[src/rtl/camera_pkg.sv]
// Shared types for the OV7670 capture path: capture FSM states and the
// RGB444 layout across the two camera bytes of a pixel.
package camera_pkg;

  typedef enum logic [1:0] {
    ST_RESYNC,
    ST_VBLANK,
    ST_ACTIVE,
    ST_SKIP
  } cap_state_e;

  typedef struct packed {
    logic [3:0] r;
    logic [3:0] g;
    logic [3:0] b;
  } rgb444_t;

  // R sits in the low nibble of the first byte; G/B fill the second byte.
  localparam int R_MSB = 3;
  localparam int R_LSB = 0;
  localparam int G_MSB = 7;
  localparam int G_LSB = 4;
  localparam int B_MSB = 3;
  localparam int B_LSB = 0;

  function automatic rgb444_t pack_rgb444(input logic [7:0] hi, input logic [7:0] lo);
    rgb444_t p;
    p.r = hi[R_MSB:R_LSB];
    p.g = lo[G_MSB:G_LSB];
    p.b = lo[B_MSB:B_LSB];
    return p;
  endfunction

endpackage

[src/rtl/ov7670_capture.sv]
// OV7670 RGB444 capture into the frame BRAM, with optional 2:1 decimation
// and per-frame done/geometry-error reporting.
module ov7670_capture
  import camera_pkg::*;
#(
  parameter int IMAGE_WIDTH  = 320,
  parameter int IMAGE_HEIGHT = 240,
  parameter int PIXEL_BITS   = 12,
  parameter int DOWNSAMPLE   = 0,
  parameter int ADDR_BITS    = $clog2(IMAGE_WIDTH*IMAGE_HEIGHT)
) (
  input  logic                  pclk,
  input  logic                  resend,
  input  logic                  vsync,
  input  logic                  href,
  input  logic [7:0]            d,
  input  logic                  capture_en,
  output logic [ADDR_BITS-1:0]  wraddress,
  output logic [PIXEL_BITS-1:0] wrdata,
  output logic                  wren,
  output logic                  frame_done,
  output logic                  frame_error,
  output logic [7:0]            frame_count
);

  localparam int SRC_W = (DOWNSAMPLE != 0) ? 2*IMAGE_WIDTH  : IMAGE_WIDTH;
  localparam int SRC_H = (DOWNSAMPLE != 0) ? 2*IMAGE_HEIGHT : IMAGE_HEIGHT;
  localparam int CW    = $clog2((SRC_W > SRC_H) ? SRC_W : SRC_H) + 2;

  localparam logic [CW-1:0]        SRC_W_C = CW'(SRC_W);
  localparam logic [CW-1:0]        SRC_H_C = CW'(SRC_H);
  localparam logic [CW-1:0]        DST_W_C = CW'(IMAGE_WIDTH);
  localparam logic [CW-1:0]        DST_H_C = CW'(IMAGE_HEIGHT);
  localparam logic [ADDR_BITS-1:0] LINE_A  = ADDR_BITS'(IMAGE_WIDTH);

  logic           vsync_q, href_q, href_d;
  logic [7:0]     d_q, hi_q;
  logic           phase, line_act;
  cap_state_e     state_q, state_d;
  logic           frame_start, frame_end;
  rgb444_t        pix_q;
  logic [1:0]     vld_pipe;  // [0] kept pixel assembled, [1] BRAM write
  logic [CW-1:0]  src_col, src_row, dst_col, dst_row;
  logic [ADDR_BITS-1:0] line_base, addr_ptr;
  logic           err_acc;

  logic href_rise, line_end, pix_fire, keep_now, row_kept, wr_fire;

  assign href_rise = href_q & ~href_d;
  assign line_end  = ~href_q & href_d & line_act;
  assign pix_fire  = line_act & href_q & phase;
  assign row_kept  = (DOWNSAMPLE == 0) || !src_row[0];
  assign keep_now  = (DOWNSAMPLE == 0) || (!src_col[0] && !src_row[0]);
  assign wr_fire   = vld_pipe[0] && (dst_col < DST_W_C) && (dst_row < DST_H_C);
  assign wren      = vld_pipe[1];

  always_ff @(posedge pclk) begin
    if (resend) begin
      vsync_q <= 1'b0;
      href_q  <= 1'b0;
      href_d  <= 1'b0;
      d_q     <= '0;
    end else begin
      vsync_q <= vsync;
      href_q  <= href;
      href_d  <= href_q;
      d_q     <= d;
    end
  end

  always_ff @(posedge pclk) begin
    if (resend) state_q <= ST_RESYNC;
    else        state_q <= state_d;
  end

  always_comb begin
    state_d     = state_q;
    frame_start = 1'b0;
    frame_end   = 1'b0;
    case (state_q)
      ST_RESYNC: if (vsync_q) state_d = ST_VBLANK;
      ST_VBLANK: if (!vsync_q) begin
        state_d     = capture_en ? ST_ACTIVE : ST_SKIP;
        frame_start = 1'b1;
      end
      ST_ACTIVE: if (vsync_q) begin
        state_d   = ST_VBLANK;
        frame_end = 1'b1;
      end
      ST_SKIP:   if (vsync_q) state_d = ST_VBLANK;
      default:   state_d = ST_RESYNC;
    endcase
  end

  // A line is only counted if its href rise is seen while already ACTIVE.
  always_ff @(posedge pclk) begin
    if (resend) begin
      phase    <= 1'b0;
      line_act <= 1'b0;
      hi_q     <= '0;
      pix_q    <= '0;
      vld_pipe <= '0;
    end else begin
      phase    <= href_q & ~phase;
      line_act <= (state_q == ST_ACTIVE) & href_q & (line_act | href_rise);
      if (href_q && !phase) hi_q <= d_q;
      if (pix_fire) pix_q <= pack_rgb444(hi_q, d_q);
      vld_pipe <= {wr_fire, pix_fire & keep_now};
    end
  end

  always_ff @(posedge pclk) begin
    if (resend || frame_start) begin
      src_col   <= '0;
      src_row   <= '0;
      dst_col   <= '0;
      dst_row   <= '0;
      line_base <= '0;
      addr_ptr  <= '0;
      err_acc   <= 1'b0;
    end else begin
      if (href_rise) begin
        src_col <= '0;
        dst_col <= '0;
      end else begin
        if (pix_fire)    src_col <= src_col + CW'(1);
        if (vld_pipe[0]) dst_col <= dst_col + CW'(1);
      end
      if (wr_fire) addr_ptr <= addr_ptr + ADDR_BITS'(1);
      if (line_end) begin
        src_row <= src_row + CW'(1);
        err_acc <= err_acc | phase | (src_col != SRC_W_C);
        // Next line base moves by a full line even if this one was short.
        if (row_kept) begin
          dst_row   <= dst_row + CW'(1);
          line_base <= line_base + LINE_A;
          addr_ptr  <= line_base + LINE_A;
        end
      end
    end
  end

  always_ff @(posedge pclk) begin
    if (resend) begin
      wraddress   <= '0;
      wrdata      <= '0;
      frame_done  <= 1'b0;
      frame_error <= 1'b0;
      frame_count <= '0;
    end else begin
      if (wr_fire) begin
        wraddress <= addr_ptr;
        wrdata    <= PIXEL_BITS'(pix_q);
      end
      frame_done <= frame_end;
      if (frame_end) begin
        frame_error <= err_acc | (src_row != SRC_H_C);
        frame_count <= frame_count + 8'd1;
      end
    end
  end

endmodule

[config.mk]
export PLATFORM = sky130hd
export DESIGN_NAME = ov7670_capture
export DESIGN_NICKNAME = d
export VERILOG_FILES = /design/src/rtl/camera_pkg.sv /design/src/rtl/ov7670_capture.sv
export SDC_FILE = /design/constraint.sdc
export NUM_CORES = 1
export LEC_CHECK = 0
export ABC_AREA = 1
export BUFFER_PORTS_ARGS = -buffer_cell sky130_fd_sc_hd__buf_2
export CORE_ASPECT_RATIO = 1.4
export CORE_MARGIN = 10
export CORE_UTILIZATION = 40
export DETAILED_ROUTE_END_ITERATION = 8
export HOLD_SLACK_MARGIN = 0.05
export PLACE_DENSITY = 0.58
export SYNTH_ARGS = -nofsm -noshare
export SYNTH_HDL_FRONTEND = slang
export SYNTH_SLANG_ARGS = --single-unit
[constraint.sdc]
create_clock -name pclk -period 1.7 [get_ports pclk]
set_input_delay 0.34 -clock pclk [delete_from_list [all_inputs] [get_ports pclk]]
set_output_delay 0.34 -clock pclk [all_outputs]
set_load 0.02 [all_outputs]
==> impl_metrics.py, run 1 <==
metrics = {
    "setup_path": {
        "cp.arrival_ns": 1.89,
        "crit_fanout": 20,
        "startpoint_type": "flop",
        "worstPathRequired_ns": 2.05,
        "end_kind": "flop",
        "crit_type": "reg2reg",
    },
    "floorplanning": {
        "coreArea_um2": 15100,
        "std_cell_rows": 53,
        "pin_count": 53,
        "die_h_um": 167,
        "dieArea_um2": 21000,
        "floorplan.initialDensity_pct": 41.1,
        "die_x_um": 125,
    },
    "synth": {
        "syn_nets": 891,
        "synth.top_cell.area_share_pct": 46.8,
        "ys_ff_latch": 145,
        "yosys_warnings": 0,
        "dominantRegCellSynth": "dfxtp_1",
        "yosys.area.top_type": "dfxtp_1",
        "synth_area_um2": 6210,
        "synth_area_leaders": "dfxtp_1 (47%), nand2_1 (11%), nor2_1 (8.0%)",
        "synth_area_per_cell_um2": 7.14,
        "yosysSeqAreaShare_pct": 46.8,
        "async_flop_share_pct": 0,
        "ys_types": 33,
        "synth_cells": 869,
        "synth-edff-count": 0,
    },
    "sta": {
        "worst_pin_slew_ns": 0.443,
        "maxSlewHeadroom_pct": 70.5,
        "timing.final.crit_share_pct": 90.4,
        "finClkSkew_ns": 0.0124,
        "slew_viol_final": 0,
        "hold_violations": 0,
        "setup_violations": 0,
        "rsz0062_at_grt": "no",
        "fin_tns_setup_ns": 0,
        "fmax_ghz": 0.651,
        "finalCriticalPeriod_ns": 1.54,
    },
    "clock_tree": {
        "path_clk_slew_ns": 0.07,
        "ctsHtreeMaxLevel": 4,
        "cts_made_buffers": 17,
        "cts_tree": "done",
        "cts-root-buf": "clkbuf_16",
        "cts_buffer_depth": 2,
        "cts.sinks": 145,
        "clock_latency_ns": 0.43,
    },
    "worst_hold_path": {
        "hold_class": "in2reg",
    },
    "pwr": {
        "internal_power_mw": 5.54,
        "power_density_nw_per_um2": 976,
        "power_frac_comb_pct": 2.5,
        "p_clk_share_pct": 50.2,
        "p_sw_share_pct": 23.8,
        "p_sw_mw": 1.73,
        "vdd_drop_max_mv": 0.687,
        "leakagePower_nw": 3.26,
        "power_frac_seq_pct": 47.3,
    },
    "routing": {
        "wl_met1_mm": 6.72,
        "route.vias.total": 5607,
        "routed_wl_mm": 15.2,
        "vias_per_cell": 4.87,
        "drtPass1Iterations": 5,
        "dr.first_iter.drc_count": 323,
        "wl_met3_um": 401,
        "wl_per_cell_um": 13.2,
        "drc_errors": 0,
        "wl_met2_mm": 7.88,
        "ant_nets": 0,
        "dr.max_layer_used": "met4",
    },
    "global_routing": {
        "track_usage_pct": 14.6,
        "antenna_found_initial": 0,
        "grt_pass1_wl_mm": 25.8,
        "gr-total-overflow": 0,
        "grt_pass1_vias": 5496,
        "grt_max_degree": 42,
    },
    "placement": {
        "port_buffers": 52,
        "place_congestion": 0.830,
        "dp_hpwl_mm": 10.7,
        "placed_cell_area_um2": 6800,
    },
    "final_layout": {
        "fillers": 1548,
        "layout_commonest_cell": "nand2_1",
        "final_area_um2": 7450,
        "n_antenna_cell": 0,
        "layout.nets": 968,
        "final_cell_mix": "nand2_1 (178), dfxtp_1 (145), nor2_1 (129)",
        "syn2layout_area_growth_pct": 20.0,
        "layout-drive-gt1-share_pct": 14.2,
    },
    "run": {
        "drv_cap": 0,
    },
    "status": {
        "status": "completed",
    },
}
[metrics by stage]
step	utilization, %	std cells	total power [mW]	hold slack, ns	worst slack, ns
after CTS	48.8	1146	7.36	0.0948	0.123
after global routing	49.3	1151	7.53	0.113	0.00104
after floorplan	-	869	3.63	0.423	0.285
after detailed placement	45.0	1114	3.70	0.436	0.136
final	49.3	1151	7.27	0.108	0.164
after global placement	45.0	1114	3.70	0.433	0.170
[area by class of cell]
class | count | area (um^2) | area share, %
clock inverter | 15 | 149 | 2.00
inverter | 110 | 413 | 5.54
multi-input combinational | 587 | 2770 | 37.2
timing repair buffer | 85 | 551 | 7.39
tap | 192 | 240 | 3.23
sequential | 145 | 2900 | 39.0
clock buffer | 17 | 425 | 5.71
[final timing paths]
path	from	end	slack, ns	depth (start not counted)
max	dst_row[6]$_SDFFE_PP0P_	wraddress[9]$_SDFFE_PP0P_	0.16	9
min reg2reg	d_q[7]$_SDFF_PP0_	pix_q[7]$_SDFFE_PP0P_	0.44	2
max reg2reg	dst_row[6]$_SDFFE_PP0P_	wraddress[9]$_SDFFE_PP0P_	0.16	9
min	d[6]	d_q[6]$_SDFF_PP0_	0.11	3
[cell families (layout without fill, tap and decap cells)]
group | after synthesis | after routing | share of synthesized area [%]
DFF | 145 | 145 | 46.8
buffers and inverters | 137 | 227 | 8.93
AOI/OAI and AO/OA | 167 | 167 | 14.0
and+or+nand+nor | 407 | 407 | 28.0
adders and majority gates | 9 | 9 | 1.81
xor gates and xnor gates | 4 | 4 | 0.565
[registers in the layout, summed over array words and instances (netlist names), 2 cells and up]
register / flops
wrdata: 12
vld_pipe: 2
addr_ptr: 17
wraddress: 17
line_base: 11
dst_row: 11
src_row: 11
pix_q: 12
hi_q: 4
dst_col: 11
d_q: 8
frame_count: 8
state_q: 2
src_col: 11
[layer usage]
layer / up-vias / global-route usage [%]
li1: 2955 / -
met1: 2559 / 15.9
met2: 81 / 26.9
met3: 12 / 2.97
met4: 0 / 5.57
met5: - / 0
[what timing repair did]
item / CTS / global route
setup buffers: 0 / 4
hold buffers: 0 / 0
setup endpoints to repair: 0 / 9
gates resized for setup: 0 / 5
[power by group through the flow]
stage	sequential (mW)	clock, mW	combinational [mW]
floorplan	3.51	0	0.115
finish	3.44	3.65	0.183
detailed placement	3.51	0	0.186
global placement	3.51	0	0.186
CTS	3.44	3.74	0.187
global route	3.44	3.88	0.210
[worst max-delay path, stage by stage, from the launching register on]
cell	delay [ns]
dfxtp_1	0.33
nand2_1	0.10
inv_1	0.06
nand2_1	0.10
nand2_1	0.09
nor2_4	0.24
buf_4	0.18
clkbuf_16	0.17
o21ai_0	0.08
a21oi_1	0.12
[cells in the mapped netlist, types with 7 or more instances]
master,instances
a21oi_1,79
buf_2,8
clkbuf_1,14
dfxtp_1,145
ha_1,9
inv_1,107
nand2_1,178
nand3_1,46
nand4_1,15
nor2_1,132
nor3_1,13
o21ai_0,69
o22ai_1,7
Note: power is estimated with default switching activity, not from simulation.
==> run 2, diff against run 1 <==
--- a/config.mk
+++ b/config.mk
@@ -11,4 +11,5 @@
 export CORE_MARGIN = 10
 export CORE_UTILIZATION = 40
+export CTS_BUF_LIST = sky130_fd_sc_hd__clkbuf_8
 export DETAILED_ROUTE_END_ITERATION = 8
 export HOLD_SLACK_MARGIN = 0.05
==> constraint.sdc (replaced) <==
create_clock -name pclk -period 1.7 [get_ports pclk]
set_input_delay 0.17 -clock pclk [delete_from_list [all_inputs] [get_ports pclk]]
set_output_delay 0.17 -clock pclk [all_outputs]
set_load 0.02 [all_outputs]
==> impl_metrics.py, run 2 (synthesis gave the netlist of run 1 again) <==
metrics = {
    "setup_path": {
        "end_kind": "flop",
        "startpoint_type": "flop",
        "worstPathRequired_ns": 2.09,
        "cp.arrival_ns": 1.93,
        "crit_fanout": 20,
        "crit_type": "reg2reg",
    },
    "sta": {
        "fmax_ghz": 0.649,
        "finalCriticalPeriod_ns": 1.54,
        "fin_tns_setup_ns": 0,
        "maxSlewHeadroom_pct": 70.5,
        "hold_violations": 0,
        "timing.hold.ws_ns": 0.144,
        "rsz0062_at_grt": "yes",
        "setup_violations": 0,
        "finClkSkew_ns": 0.00965,
        "slew_viol_final": 0,
        "timing.final.crit_share_pct": 90.7,
        "worst_pin_slew_ns": 0.443,
    },
    "floorplanning": {
        "floorplan.initialDensity_pct": 41.1,
        "dieArea_um2": 21000,
        "pin_count": 53,
        "die_x_um": 125,
        "std_cell_rows": 53,
        "die_h_um": 167,
        "coreArea_um2": 15100,
    },
    "global_routing": {
        "grt_max_degree": 42,
        "antenna_found_initial": 0,
        "track_usage_pct": 14.5,
        "grt_pass1_wl_mm": 25.7,
        "grt_pass1_vias": 5492,
        "gr-total-overflow": 0,
    },
    "routing": {
        "drtPass1Iterations": 5,
        "vias_per_cell": 4.88,
        "drc_errors": 0,
        "wl_per_cell_um": 13.1,
        "ant_nets": 0,
        "route.vias.total": 5668,
        "dr.first_iter.drc_count": 273,
        "routed_wl_mm": 15.2,
    },
    "clock_tree": {
        "cts-root-buf": "clkbuf_8",
        "ctsHtreeMaxLevel": 4,
        "cts_made_buffers": 17,
        "path_clk_slew_ns": 0.09,
        "clock_latency_ns": 0.45,
        "cts.sinks": 145,
        "cts_buffer_depth": 2,
        "cts_tree": "done",
    },
    "placement": {
        "dp_hpwl_mm": 10.7,
        "dp.cells": 1114,
        "place_congestion": 0.830,
        "port_buffers": 52,
    },
    "pwr": {
        "leakagePower_nw": 3.21,
        "power_density_nw_per_um2": 856,
        "vdd_drop_max_mv": 0.544,
        "power.total_mw": 6.31,
    },
    "final_layout": {
        "final_cell_mix": "nand2_1 (178), dfxtp_1 (145), nor2_1 (129)",
        "layout-drive-gt1-share_pct": 14.1,
        "fin_cells": 1162,
        "n_antenna_cell": 0,
        "layout_commonest_cell": "nand2_1",
        "fillers": 1551,
        "layout.nets": 979,
        "syn2layout_area_growth_pct": 18.7,
        "largestRegisters": "addr_ptr (17), wraddress (17)",
        "postLayoutCoreUtil_pct": 48.7,
    },
    "run": {
        "drv_cap": 0,
    },
    "status": {
        "status": "completed",
    },
    "worst_hold_path": {
        "hold_class": "in2reg",
    },
}
[run 2: cell count changes in the layout (fill, tap and decap cells not counted)]
| cell | change |
|---|---|
| dlygate4sd3_1 | +11 |
| clkbuf_16 | -17 |
| clkbuf_8 | +17 |
| inv_2 | +1 |
| inv_1 | -1 |
[run 2: report_power, final]
group          internal [mW]  leakage (nW)  switching, mW
logic                 0.0742          1.85          0.129
clock network           1.20         0.190           1.47
registers               3.42          1.17         0.0139
total                   4.69          3.21           1.61
[run 2: routing by layer]
layer	routed length (um)	vias to the layer above	global-route usage, %
li1	-	2967	-
met3	395	13	3.57
met5	0	-	0
met1	6720	2621	16.1
met2	7970	67	26.6
met4	155	0	4.37
[run 2: timing repair]
action | in CTS | in global routing
gates resized for setup | 0 | 6
setup buffers | 0 | 4
hold buffers | 11 | 0
hold endpoints to repair | 11 | 0
endpoints found under the setup margin | 0 | 10
[run 2: worst paths after layout]
kind	startpoint	end	slack, ns	depth (start not counted)
setup / recovery	dst_row[6]$_SDFFE_PP0P_	wraddress[9]$_SDFFE_PP0P_	0.16	9
hold reg to reg	d_q[7]$_SDFF_PP0_	pix_q[7]$_SDFFE_PP0P_	0.44	2
hold / removal	resend	line_base[6]$_SDFFE_PP0P_	0.14	4
setup reg to reg	dst_row[6]$_SDFFE_PP0P_	wraddress[9]$_SDFFE_PP0P_	0.16	9
[run 2: cell type report]
| class | count | area [um^2] | area share (%) |
|---|---|---|---|
| flip-flops and latches | 145 | 2900 | 39.4 |
| multi-input cells | 587 | 2770 | 37.6 |
| repair buffers | 96 | 661 | 8.97 |
| inverters | 110 | 413 | 5.60 |
| well taps | 192 | 240 | 3.26 |
| clock buffers | 17 | 234 | 3.18 |
| clock inverters | 15 | 149 | 2.02 |
[run 2: worst max-delay path: stages (launching register included)]
cell and delay (ns):
dfxtp_1 0.34, nand2_1 0.10, inv_1 0.06, nand2_1 0.10
nand2_1 0.09, nor2_4 0.24, buf_4 0.18, clkbuf_16 0.17
o21ai_0 0.08, a21oi_1 0.12
[run 2: stage by stage]
step	instance area (um^2)	worst slack (ns)
after global placement	6800	0.170
final	7370	0.159
after CTS	7290	0.108
after floorplan	6210	0.285
after detailed placement	6800	0.136
after global routing	7370	0.000541
